===== src/rtl/bytes_to_bits_stream.sv =====
// Repacks a byte stream into LSB-first fields of run-time width d (1..OUT_BITS).
// Frames are started by a one-cycle start pulse that latches len and d.
module bytes_to_bits_stream #(
    parameter  int IN_BYTES = 1,
    parameter  int OUT_BITS = 12,
    parameter  int MAX_LEN  = 384,
    localparam int LEN_W    = $clog2(MAX_LEN) + 1,
    localparam int DW       = $clog2(OUT_BITS) + 1
) (
    input  logic                  clk,
    input  logic                  rst,
    input  logic                  start,
    input  logic [LEN_W-1:0]      len,
    input  logic [DW-1:0]         d,
    input  logic                  in_valid,
    output logic                  in_ready,
    input  logic [8*IN_BYTES-1:0] in_data,
    output logic                  out_valid,
    input  logic                  out_ready,
    output logic [OUT_BITS-1:0]   out_data,
    output logic                  out_last,
    output logic                  busy,
    output logic                  done,
    output logic                  err
);
    localparam int ACC_W = OUT_BITS + 8 * IN_BYTES;
    localparam int CNT_W = $clog2(ACC_W + 1);
    localparam logic [OUT_BITS-1:0] ONES = '1;

    typedef enum logic {IDLE, RUN} state_t;

    state_t             state_q, state_d;
    logic [LEN_W-1:0]   left_q, left_d;
    logic [DW-1:0]      dw_q, dw_d;
    logic [ACC_W-1:0]   acc_q, acc_d;
    logic [CNT_W-1:0]   cnt_q, cnt_d;
    logic               cfg_err_q, cfg_err_d;

    logic               run, has_field, frame_end, start_bad;
    logic [CNT_W-1:0]   dw_ext;
    logic [LEN_W-1:0]   n_take;
    logic [ACC_W-1:0]   beat;

    assign run       = (state_q == RUN);
    assign dw_ext    = CNT_W'(dw_q);
    assign has_field = (cnt_q >= dw_ext);
    assign frame_end = run && (left_q == '0) && !has_field;
    assign start_bad = (d == '0) || (d > DW'(OUT_BITS)) || (len > LEN_W'(MAX_LEN));

    always_ff @(posedge clk) begin
        if (rst) begin
            state_q   <= IDLE;
            left_q    <= '0;
            dw_q      <= '0;
            acc_q     <= '0;
            cnt_q     <= '0;
            cfg_err_q <= 1'b0;
        end else begin
            state_q   <= state_d;
            left_q    <= left_d;
            dw_q      <= dw_d;
            acc_q     <= acc_d;
            cnt_q     <= cnt_d;
            cfg_err_q <= cfg_err_d;
        end
    end

    always_comb begin
        state_d = state_q;
        case (state_q)
            IDLE: if (start && !start_bad) state_d = RUN;
            RUN:  if (frame_end) state_d = IDLE;
            default: state_d = IDLE;
        endcase
    end

    always_comb begin
        in_ready  = run && (left_q != '0) && !has_field;
        out_valid = run && has_field;
        out_last  = out_valid && (left_q == '0) && ((cnt_q - dw_ext) < dw_ext);
        out_data  = acc_q[OUT_BITS-1:0] & ~(ONES << dw_q);
        busy      = run;
        done      = frame_end || cfg_err_q;
        err       = cfg_err_q;
    end

    // Only bytes still owed to the frame are merged; surplus beat lanes are masked off.
    always_comb begin
        n_take = (left_q < LEN_W'(IN_BYTES)) ? left_q : LEN_W'(IN_BYTES);
        beat   = '0;
        for (int unsigned k = 0; k < IN_BYTES; k++) begin
            if (LEN_W'(k) < n_take) beat[8*k +: 8] = in_data[8*k +: 8];
        end
    end

    always_comb begin
        left_d    = left_q;
        dw_d      = dw_q;
        acc_d     = acc_q;
        cnt_d     = cnt_q;
        cfg_err_d = 1'b0;
        if (state_q == IDLE) begin
            if (start && start_bad) begin
                cfg_err_d = 1'b1;
            end else if (start) begin
                left_d = len;
                dw_d   = d;
                acc_d  = '0;
                cnt_d  = '0;
            end
        end else if (frame_end) begin
            acc_d = '0;
            cnt_d = '0;
        end else if (in_valid && in_ready) begin
            acc_d  = acc_q | (beat << cnt_q);
            cnt_d  = cnt_q + CNT_W'({n_take, 3'b000});
            left_d = left_q - n_take;
        end else if (out_valid && out_ready) begin
            acc_d = acc_q >> dw_q;
            cnt_d = cnt_q - dw_ext;
        end
    end
endmodule


===== config.mk =====
export PLATFORM = sky130hd
export DESIGN_NAME = bytes_to_bits_stream
export DESIGN_NICKNAME = d
export VERILOG_FILES = /design/src/rtl/bytes_to_bits_stream.sv
export SDC_FILE = /design/constraint.sdc
export NUM_CORES = 1
export LEC_CHECK = 0
export ABC_AREA = 0
export CAP_MARGIN = 20
export CORE_UTILIZATION = 58
export DETAILED_ROUTE_END_ITERATION = 8
export PLACE_DENSITY_LB_ADDON = 0.25
export SYNTH_ARGS = -nofsm -noshare
export SYNTH_HDL_FRONTEND = slang
export SYNTH_SLANG_ARGS = --single-unit

===== constraint.sdc =====
create_clock -name clk -period 3.98 [get_ports clk]
set_input_delay 0.995 -clock clk [delete_from_list [all_inputs] [get_ports clk]]
set_output_delay 0.995 -clock clk [all_outputs]
set_load 0.02 [all_outputs]

After elaboration in Yosys (flattened, before gate mapping)
Index checks and enable logic that the tools add are counted. Widths: inputs -> output; s select.

Output and inout port bits: 18. Bits of input ports: 28. Register bits: 42. Logic and storage cells: 74.

Bitwise logic cells: 5. Add/subtract/negate cells: 3. Shift-type cells: 3. Multiplexer cells: 23. Order comparisons: 6. Reduce and logical (&&, ||, !) cells: 24. Equal/unequal tests: 4.

Operators with widths (number): $mux 20 (6); $mux 10 (6); $mux 5 (6); $or 20x20->20 (1); $shl 8x5->20 (1); $shr 20x5->20 (1); $and 12x12->12 (1); $not 12->12 (1); $shl 12x5->12 const A (1); $logic_and 1x1->1 (11); $gt 10x9->1 const B (1); $logic_not 10->1 (1); $lt 1x10->1 const A (1); $lt 10x1->1 const B (1); $reduce_bool 10->1 (1); $sub 10x10->10 (1); $mux 8 (1); $reduce_and 3->1 (2); $add 5x5->5 (1); $ge 5x5->1 (1); $gt 5x4->1 const B (1); $logic_not 5->1 (1); $lt 5x5->1 (1); $sub 5x5->5 (1); 11 further kinds (18).

Logic depth before layout (Yosys ltp)
Gate-level depths: netlist (run 1).

Depth after elaboration: 9. Gate-level depth with buffers: 13. Depth with buffers taken out: 11.

Worst setup path after synthesis (run 1)
Ideal clock, no wire load.

Path type: register to output. From: reg dw_q[1], in the netlist dw_ext[1]. To: out out_last. Path slack: 0.230 ns. Buffers on the path: 3. Required time: 2.985 ns. Stages on the path, launching flop included: 13. Data arrival time: 2.755 ns. Cell sequence: dfxtp_1 -> buf_2 -> buf_2 -> buf_2 -> inv_1 -> ha_1 -> nor2b_1 -> o31ai_2 -> a21boi_0 -> ha_1 -> o21a_1 -> o21ai_0 -> and3_1.

Cells in the longest elaborated chain, start to end: 4. Elaborated cells between the ends (all ways): 6. Those cells by class: 1 x add/sub; 2 x order compare; 3 x reduce/logical.

Ends and longest elaborated chain: start: declaration (RTL line 34) `logic [DW-1:0] dw_q, dw_d;`; start signal: assignment (RTL line 61) `dw_q <= dw_d;`; branches (longest 3 deep; another with $sub 5x5->5); $logic_and 1x1->1 * (RTL line 80) `out_last = out_valid && (left_q == '0) && ((cnt_q - dw_ext) < dw_ext);`; end: declaration (RTL line 21) `output logic out_last,`.

Every way passes the cells marked *.

Worst setup path after layout (run 1)
From: reg dw_q[2], in the netlist dw_ext[2]. To: out done.

Cells in the longest elaborated chain, start to end: 4.

Ends and longest elaborated chain: $ge 5x5->1 (RTL line 46) `assign has_field = (cnt_q >= dw_ext);`; $logic_not 1->1 (RTL line 47) `assign frame_end = run && (left_q == '0) && !has_field;`; $logic_and 1x1->1 (RTL line 47); $logic_or 1x1->1 (RTL line 83) `done = frame_end || cfg_err_q;`; end: declaration (RTL line 23) `output logic done,`.

Every way passes these cells.

==> results_dict.tcl, run 1 <==
set metrics [dict create \
    run_status "complete, no violations" \
    synth_enable_flop_cells 0 \
    syn_nets 568 \
    max-vdd-ir-drop_mv 0.199 \
    drt-wirelength-per-cell_um 22.5 \
    detail_route.first_pass.iterations 6 \
    gp_routability_congestion 0.964 \
    whs_ns 0.471 \
    placement.io_buffers 45 \
    cts_num_sinks 42 \
    wire_length_on_met1_mm 5.65 \
    synthesis.area_mm2 0.00428 \
    topRoutingLayerUsed "met4" \
    post_cts_resized 2 \
    grt_max_degree 42 \
    timing_hold_violations_final 0 \
    floorplan.die_area_mm2 0.00772 \
    globalRouteTotalUtil 0.397 \
    viasPerCell 7.27 \
    via_count 4774 \
    finish.net_count 601 \
    timing.final.crit_period_ns 3.79 \
    diodes 0 \
    worst-slew-pin-transition_ns 0.800 \
    wirelength_mm 14.8 \
    post-layout-total-power_w 0.00119 \
    met3_wirelength_mm 1.99 \
    global_route_wire_length_before_repair_mm 23.2 \
    core_region_area_mm2 0.00694 \
    dr_wl_met2_mm 6.26 \
    grt_setup_unrepaired "false" \
    synth-seq-cells 42 \
    dp_hpwl_mm 10.8 \
    cts.clk_slew.worst_paths_ns 0.09 \
    regToRegEndpoint "left_q[8]$_SDFFE_PP0P_" \
    fmaxAchievable_mhz 264 \
    overall_die_width_um 87.9 \
    endpoint_kind "output pin" \
    globalRouteOverflowTotal 0 \
    initial_utilization 0.616 \
    netlist_instances 527 \
    clk-insertion-delay-late_ns 0.32 \
    ctsHtreeMaxLevel 2 \
    final.period_utilization 0.953 \
    antenna_violations_before_repair 0 \
    reg2reg_setup_slack_ns 1.13 \
    final_layout_size_suffix_gt1_frac 0.135 \
    detail_route.iter0.violations 778 \
    cellPowerDensity_mw_per_mm2 239 \
    setup.worst_path.class "reg2out" \
    cts_buffers 5 \
    postRouteAntennaNets 0 \
    max_cap_violations 0 \
    synth.top_cells.by_area "sky130_fd_sc_hd__dfxtp_1 (20%), sky130_fd_sc_hd__mux4_2 (10%), sky130_fd_sc_hd__mux2i_1 (8.7%)" \
    endpoint "done" \
    yosysTopAreaCellShare 0.197 \
    sequential_to_total_area_share_from_yosys_stat 0.197 \
    relSlewSlack 0.465 \
    ys_dominant_reg_cell "sky130_fd_sc_hd__dfxtp_1" \
    power_leakage_nw 1.65 \
    final_setup_viols 0 \
    rr_startpoint "left_q[6]$_SDFFE_PP0P_" \
    critical_path_required_ns 2.98 \
    via_count_of_the_first_global_routing_pass 4304 \
    holdBufCountCts 0 \
    drv_slew 0 \
    synth_top_cells_by_count "sky130_fd_sc_hd__dfxtp_1 (42), sky130_fd_sc_hd__nor2_1 (42), sky130_fd_sc_hd__mux2i_1 (37)" \
    root_buffer "sky130_fd_sc_hd__clkbuf_8" \
    critical_path_data_arrival_time_ns 2.80 \
    core.rowCount 30 \
    crit_fanout 10 \
    io_pins 46 \
    synthesis.yosys.warnings 0 \
    cts_max_path_buffers 2 \
    drc 0 \
    syn_to_final_growth_pct 16.1 \
    critPathLaunchType "flip-flop" \
    worst_clock_skew_ns 0.00995 \
    worst_setup_path_startpoint "dw_ext[2]$_SDFFE_PP0P_" \
    reg2reg_depth 13 \
    chipHeight_um 87.9 \
    syn_area_per_cell_um2 8.11 \
    fin_setup_tns_ns 0 \
    ys_async_sr_fraction 0 \
    final_util 0.715 \
    hold_path_class "reg2reg" \
    cts_tree "built" \
    yosysTopAreaCell "sky130_fd_sc_hd__dfxtp_1" \
    cts.repair_timing.setup_buffer_count 0 \
    synthDistinctLibCells 69 \
]
-- how the worst min path moves through the flow --
stage                                 from                     end  slack (ns)  cells after the start
floorplan           left_q[9]$_SDFFE_PP0P_  left_q[9]$_SDFFE_PP0P_        0.44                      1
global placement    left_q[9]$_SDFFE_PP0P_  left_q[9]$_SDFFE_PP0P_        0.45                      1
detailed placement  left_q[9]$_SDFFE_PP0P_  left_q[9]$_SDFFE_PP0P_        0.46                      1
CTS                 left_q[9]$_SDFFE_PP0P_  left_q[9]$_SDFFE_PP0P_        0.47                      1
global route        left_q[9]$_SDFFE_PP0P_  left_q[9]$_SDFFE_PP0P_        0.48                      1
finish              left_q[9]$_SDFFE_PP0P_  left_q[9]$_SDFFE_PP0P_        0.47                      1
-- power by group --
part           internal, W  leakage, nW  switching (W)  total (W)
sequential        0.000432        0.341      0.0000181   0.000450
clock             0.000252       0.0683       0.000182   0.000434
combinational     0.000122         1.24       0.000180   0.000302
total             0.000806         1.65       0.000380    0.00119
-- cell usage in the layout, fill, tap and decap left out, drive strengths merged, types with 7 or more instances in the layout --
master / count
ha: 12
nor3: 24
mux2: 8
mux2i: 37
dfxtp: 42
a21boi: 7
nor2: 43
nand2: 35
a21oi: 37
a211oi: 11
mux4: 19
o21ai: 42
o211ai: 9
inv: 21
clkdlybuf4s50: 44
nor2b: 7
nand3: 16
o22ai: 11
buf: 23
a311oi: 8
-- cell type report --
| type | instances | area, um^2 |
|---|---|---|
| multi-input cells | 422 | 3160 |
| fillers | 588 | 1980 |
| flip-flops and latches | 42 | 842 |
| repair buffers | 68 | 623 |
| well taps | 96 | 120 |
| inverters | 21 | 81.3 |
| clock buffers | 5 | 68.8 |
| clock inverters | 3 | 68.8 |
-- worst max-delay path, cell delays in order (launching register included) --
cell and delay, ns:
sky130_fd_sc_hd__dfxtp_1 0.34, sky130_fd_sc_hd__inv_1 0.06, sky130_fd_sc_hd__ha_1 0.34, sky130_fd_sc_hd__and4_1 0.24, sky130_fd_sc_hd__nor3_2 0.24, sky130_fd_sc_hd__a21oi_2 0.24
sky130_fd_sc_hd__nor2_2 0.22, sky130_fd_sc_hd__a21o_1 0.18, sky130_fd_sc_hd__clkdlybuf4s50_1 0.61
-- flip-flops by register name (all words and copies together) (netlist names) --
signal and flops:
left_q 10, err 1, busy 1, acc_q 20, cnt_q 5, dw_ext 5
-- kinds of logic after synthesis --
group,after synthesis,synth area share
buffers and inverters,63,0.0647
AND/OR/NAND/NOR,159,0.191
adder cells (fa/ha/maj),13,0.0398
AO/OA/AOI/OAI,184,0.296
XOR/XNOR,2,0.00410
multiplexers,64,0.208
flip-flops,42,0.197
-- stage by stage --
stage / worst slack, ns / cell area [um^2] / instances
6_report: 0.188 / 4970 / 657
5_1_grt: 0.0237 / 4970 / 657
4_1_cts: 0.161 / 4960 / 657
3_5_place_dp: 0.259 / 4830 / 649
3_3_place_gp: 0.302 / 4830 / 649
2_1_floorplan: 0.230 / 4280 / 527
-- routing by layer --
metal,vias up,global-route usage
li1,2104,-
met1,2206,0.542
met2,380,0.593
met3,84,0.0905
met4,0,0.189
met5,-,0
(Power assumes the default switching activity.)
==> inputs of run 2 (changes only) <==
--- a/config.mk
+++ b/config.mk
@@ -9,6 +9,7 @@
 export CAP_MARGIN = 20
 export CORE_UTILIZATION = 58
 export DETAILED_ROUTE_END_ITERATION = 8
+export GPL_TIMING_DRIVEN = 0
 export PLACE_DENSITY_LB_ADDON = 0.25
 export SYNTH_ARGS = -nofsm -noshare
 export SYNTH_HDL_FRONTEND = slang
==> run 2 against run 1 <==
  * Worst hold slack better by 0.0081 ns
  * Clock power is 16% lower
  * Setup slack worse by 0.086 ns
  * Clock skew is 0.0035 ns higher
  * Non-clock buffer count is 26 higher
  * Via count is 3.6% higher
  * Wire length is 4.9% higher
  * Global-route usage is 1.2 points higher
  * Total power is 4.0% lower
  * Sequential share of layout area is 0.38 points lower
==> results_dict.tcl, run 2 (synthesized netlist as in run 1, its figures left out) <==
set metrics [dict create \
    final_setup_viols 0 \
    dp_hpwl_mm 11.5 \
    critical_path_required_ns 2.98 \
    via_count_of_the_first_global_routing_pass 4379 \
    power.switching_w 0.000387 \
    drc 0 \
    placement.io_buffers 43 \
    detail_route.first_pass.iterations 5 \
    max_cap_violations 0 \
    syn_to_final_growth_pct 19.3 \
    cellInternalPower_w 0.000752 \
    detail_route.iter0.violations 832 \
    largest-register "acc_q" \
    grt_max_degree 19 \
    root_buffer "sky130_fd_sc_hd__clkbuf_8" \
    timing.final.crit_period_ns 3.88 \
    sequential_fraction_of_design_power 0.398 \
    reg_top3 "acc_q x20, left_q x10" \
    floorplan.die_area_mm2 0.00772 \
    max-vdd-ir-drop_mv 0.171 \
    core.rowCount 30 \
    drv_slew 0 \
    chipHeight_um 87.9 \
    cts_num_sinks 42 \
    dpl_worst_slack_ns -0.866 \
    drt-wirelength-per-cell_um 22.7 \
    final.fill_count 540 \
    relSlewSlack 0.300 \
    cts_max_path_buffers 2 \
    fin_setup_tns_ns 0 \
    final_layout_size_suffix_gt1_frac 0.160 \
    timing_hold_violations_final 0 \
    comb_power_share 0.282 \
    globalRouteTotalUtil 0.409 \
    globalRouteOverflowTotal 0 \
    global_route_wire_length_before_repair_mm 23.7 \
    antenna_violations_before_repair 0 \
    viasPerCell 7.24 \
    setup.worst_path.class "reg2out" \
    whs_ns 0.479 \
    crit_fanout 10 \
    clock_power_share 0.320 \
    cts_tree "built" \
    cellPowerDensity_mw_per_mm2 223 \
    fmaxAchievable_mhz 258 \
    ctsHtreeMaxLevel 2 \
    critical_path_data_arrival_time_ns 2.88 \
    core_region_area_mm2 0.00694 \
    overall_die_width_um 87.9 \
    initial_utilization 0.616 \
    worst-slew-pin-transition_ns 1.05 \
    run_status "complete, no violations" \
    largest_register_ff_count 20 \
    final_critical_path_setup_slack_ns 0.103 \
    grt_setup_unrepaired "false" \
    final.period_utilization 0.974 \
    critPathLaunchType "flip-flop" \
    finish.net_count 627 \
    cts.clk_slew.worst_paths_ns 0.09 \
    via_count 4944 \
    diodes 0 \
    postRouteAntennaNets 0 \
    gp_routability_congestion 1.02 \
    endpoint_kind "output pin" \
    hold_path_class "reg2reg" \
    wirelength_mm 15.5 \
    clk-insertion-delay-late_ns 0.31 \
    layout_common_cells "sky130_fd_sc_hd__nor2_1 (40), sky130_fd_sc_hd__dfxtp_1 (40), sky130_fd_sc_hd__clkdlybuf4s50_1 (40), sky130_fd_sc_hd__mux2i_1 (37), sky130_fd_sc_hd__a21oi_1 (36)" \
    power_leakage_nw 1.71 \
    sw_frac_of_total 0.340 \
    cts_buffers 5 \
    io_pins 46 \
    worst_clock_skew_ns 0.0134 \
]
[run 2: cell count changes in the layout (fill, tap and decap cells not counted), sizes merged]
cell           change
clkbuf            +18
buf               +11
clkdlybuf4s50      -4
clkinvlp           +3
inv                -2
bufinv             -1
dlygate4sd2        +1
[run 2: per-stage QoR]
step	utilization	total power (W)	area [um^2]	std cells
finish	0.735	0.00114	5100	683
global route	0.735	0.00116	5100	683
CTS	0.727	0.00112	5050	678
detailed placement	0.695	0.000754	4830	666
global placement	0.695	0.000748	4830	666
floorplan	-	0.000649	4280	527
[run 2: repair_timing]
action / CTS / global route
setup endpoints to repair: 4 / 6
pin swaps: 1 / 3
buffers inserted: 7 / 6
resized for setup: 25 / 9
hold buffers: 0 / 0
[run 2: area by class of cell]
type                       count  area, um^2  area share
timing repair buffer          56         522       0.102
clock inverter                 3        43.8     0.00858
clock buffer                   5        68.8      0.0135
tap                           96         120      0.0235
buffer                        38         204      0.0400
multi-input combinational    422        3210       0.628
sequential                    42         846       0.166
inverter                      21        92.6      0.0181
[run 2: final timing paths]
| path | startpoint | depth (start not counted) | slack [ns] | endpoint |
|---|---|---|---|---|
| max | dw_ext[3]$_SDFFE_PP0P_ | 8 | 0.10 | done |
| min | left_q[9]$_SDFFE_PP0P_ | 1 | 0.48 | left_q[9]$_SDFFE_PP0P_ |
| max reg2reg | dw_ext[1]$_SDFFE_PP0P_ | 12 | 0.95 | acc_q[10]$_SDFFE_PP0P_ |
| min reg2reg | left_q[9]$_SDFFE_PP0P_ | 1 | 0.48 | left_q[9]$_SDFFE_PP0P_ |
[run 2: routing by layer]
layer,share of wire,up-vias,GRT usage
met1,0.39,2277,0.565
met2,0.43,427,0.625
met4,0.053,0,0.183
met5,0,-,0
li1,-,2153,-
met3,0.13,87,0.0716
[run 2: critical path, cell delays in order (launching register included)]
cell                              delay (ns)
sky130_fd_sc_hd__dfxtp_1                0.43
sky130_fd_sc_hd__clkinvlp_4             0.18
sky130_fd_sc_hd__ha_1                   0.36
sky130_fd_sc_hd__and4_1                 0.24
sky130_fd_sc_hd__nor3_4                 0.24
sky130_fd_sc_hd__a21oi_4                0.16
sky130_fd_sc_hd__nor2_2                 0.20
sky130_fd_sc_hd__a21o_1                 0.16
sky130_fd_sc_hd__clkdlybuf4s50_1        0.60
[run 2: power by group through the flow]
stage / clock network, W / registers, W / logic (W)
4_1_cts: 0.000358 / 0.000451 / 0.000306
3_5_place_dp: 0 / 0.000461 / 0.000293
2_1_floorplan: 0 / 0.000455 / 0.000194
6_report: 0.000365 / 0.000453 / 0.000321
5_1_grt: 0.000372 / 0.000454 / 0.000337
3_3_place_gp: 0 / 0.000461 / 0.000287
==> RTL edit, RTL diff (config.mk and constraints of run 2) <==
`dw_q` no longer has a reset.
--- a/src/rtl/bytes_to_bits_stream.sv
+++ b/src/rtl/bytes_to_bits_stream.sv
@@ -51,18 +51,20 @@
         if (rst) begin
             state_q   <= IDLE;
             left_q    <= '0;
-            dw_q      <= '0;
             acc_q     <= '0;
             cnt_q     <= '0;
             cfg_err_q <= 1'b0;
         end else begin
             state_q   <= state_d;
             left_q    <= left_d;
-            dw_q      <= dw_d;
             acc_q     <= acc_d;
             cnt_q     <= cnt_d;
             cfg_err_q <= cfg_err_d;
         end
+    end
+
+    always_ff @(posedge clk) begin
+        dw_q <= dw_d;
     end
 
     always_comb begin
Check against the original RTL: no difference found for any inputs over 4 cycles, from zero or initial values and one cycle with rst high; that may be too few to reach the edited logic, so the function may still have changed.
==> RTL edit against run 2 <==
  * Area after synthesis up 3.0%
  * Critical path depth increased by 5
  * Count of clock-buffer cells in the layout grew 1
  * Worst setup slack worse by 0.093 ns
  * Synthesized cell count up 2.3%
  * Via count fell by 0.99%
  * Critical endpoint is now out_last
  * Routed wire length down 3.1%
  * Sequential cell count stayed put
  * Total power fell by 4.6%
  * Clock skew up 0.0012 ns
  * Final area grew 1.9%
==> RTL edit: results (changes against run 2) <==
| Metric | Value |
|---|---|
| Hold Path Sink | left_q[4] (was left_q[9]) |
| GR Util met2 | 62.2% (was 62.5%) |
| Register area | 892 µm² (was 846 µm²) |
| Cells after synthesis | 539 (was 527) |
| Via count | 4895 (was 4944) |
| Final nets | 639 (was 627) |
| First-pass GRT wire length | 23.2 mm (was 23.7 mm) |
| Worst hold slack | 0.493 ns (was 0.479 ns) |
| Dpl hpwl | 11.2 mm (was 11.5 mm) |
| Adder-Cell Fraction of Synth Area | 3.86% (was 3.98%) |
| Post-DR wirelength/cell | 21.5 µm (was 22.7 µm) |
| Post-synth EDFFs | 5 (was 0) |
| Iteration-0 DRC Markers | 666 (was 832) |
| CLK BUF | 6 (was 5) |
| Clk_skew | 0.0147 ns (was 0.0134 ns) |
| Share of layout cells above drive strength 1 | 14.9% (was 16.0%) |
| Comb_multi_in | 430 (was 422) |
| NonClk Buf Share | 14.6% (was 14.2%) |
| Worst reg2reg setup slack | 0.88 ns (was 0.95 ns) |
| Max stage delay on crit path | 0.35 ns (was 0.60 ns) |
| Vias in the first global route | 4415 (was 4379) |
| Post-place setup slack | -0.711 ns (was -0.866 ns) |
| Cell count after placement | 683 (was 666) |
| Met3 usage | 8.59% (was 7.16%) |
| Max VDD drop | 175 µV (was 171 µV) |
| Worst r2r dst | acc_q[19] (was acc_q[10]) |
| Fillers | 639 (was 540) |
| Xor-xnor portion of the synthesized cell area | 0.398% (was 0.410%) |
| Avg Vias per Cell | 7.01 (was 7.24) |
| Mux contribution to synthesized area | 20.1% (was 20.8%) |
| Critical path's slowest cell | edfxtp_1 (was clkdlybuf4s50_1) |
| HP Start | left_q[4] (was left_q[9]) |
| Mapped Nets | 580 (was 568) |
| Met1 GRT Util | 52.1% (was 56.5%) |
| I/O Buffers | 45 (was 43) |
| Combinational power | 341 µW (was 321 µW) |
| Post-synthesis sequential area ratio | 20.2% (was 19.7%) |
| Status | finished clean (unchanged) |
| Worst r2r path cells | 14 (was 12) |
| Psw | 389 µW (was 387 µW) |
| Synth unique cells | 83 (was 69) |
| Slew @ Worst Pin | 0.950 ns (was 1.05 ns) |
| Compound-gate portion of the synthesized area | 28.5% (was 29.6%) |
| Hold path depth | 2 (was 1) |
| Crit path to | out_last (was done) |
| Worst Path Max Fanout | 11 (was 10) |
| Placer Congestion | 1.00 (was 1.02) |
| LEAKAGE | 1.86 nW (was 1.71 nW) |
| CP startpoint | dw_ext[2] (was dw_ext[3]) |
| Pin count of the biggest net entering global routing | 14 (was 19) |
| Overall Power | 1.09 mW (was 1.14 mW) |
==> RTL edit: timing repair <==
action / in CTS / in global routing
pin swaps: 2 / 1
gates resized for setup: 20 / 15
gates cloned: 0 / 0
buffers inserted: 3 / 4
setup endpoints to repair: 4 / 2
==> RTL edit: routing by layer <==
layer | vias up | share of wire [%]
met2 | 317 | 46
li1 | 2197 | -
met1 | 2324 | 41
met3 | 57 | 9.5
met5 | - | 0
met4 | 0 | 3.5
==> RTL edit: worst register-to-register path, cell delays in order, from the launching register on <==
cell and delay (ns):
edfxtp_1 0.35, buf_6 0.15, buf_8 0.16, inv_6 0.06, buf_12 0.14, ha_4 0.29, o21a_1 0.12, o31a_1 0.22
buf_12 0.14, buf_4 0.12, o211ai_1 0.15, buf_4 0.22, nor2_1 0.54, a32oi_1 0.21, a21oi_1 0.18
==> RTL edit: through the flow <==
step,utilization (%),instance area [µm²]
after floorplan,-,4410
after global placement,68.4,4990
after detailed placement,68.4,4990
after CTS,70.2,5120
after global routing,71.3,5200
final,71.3,5200
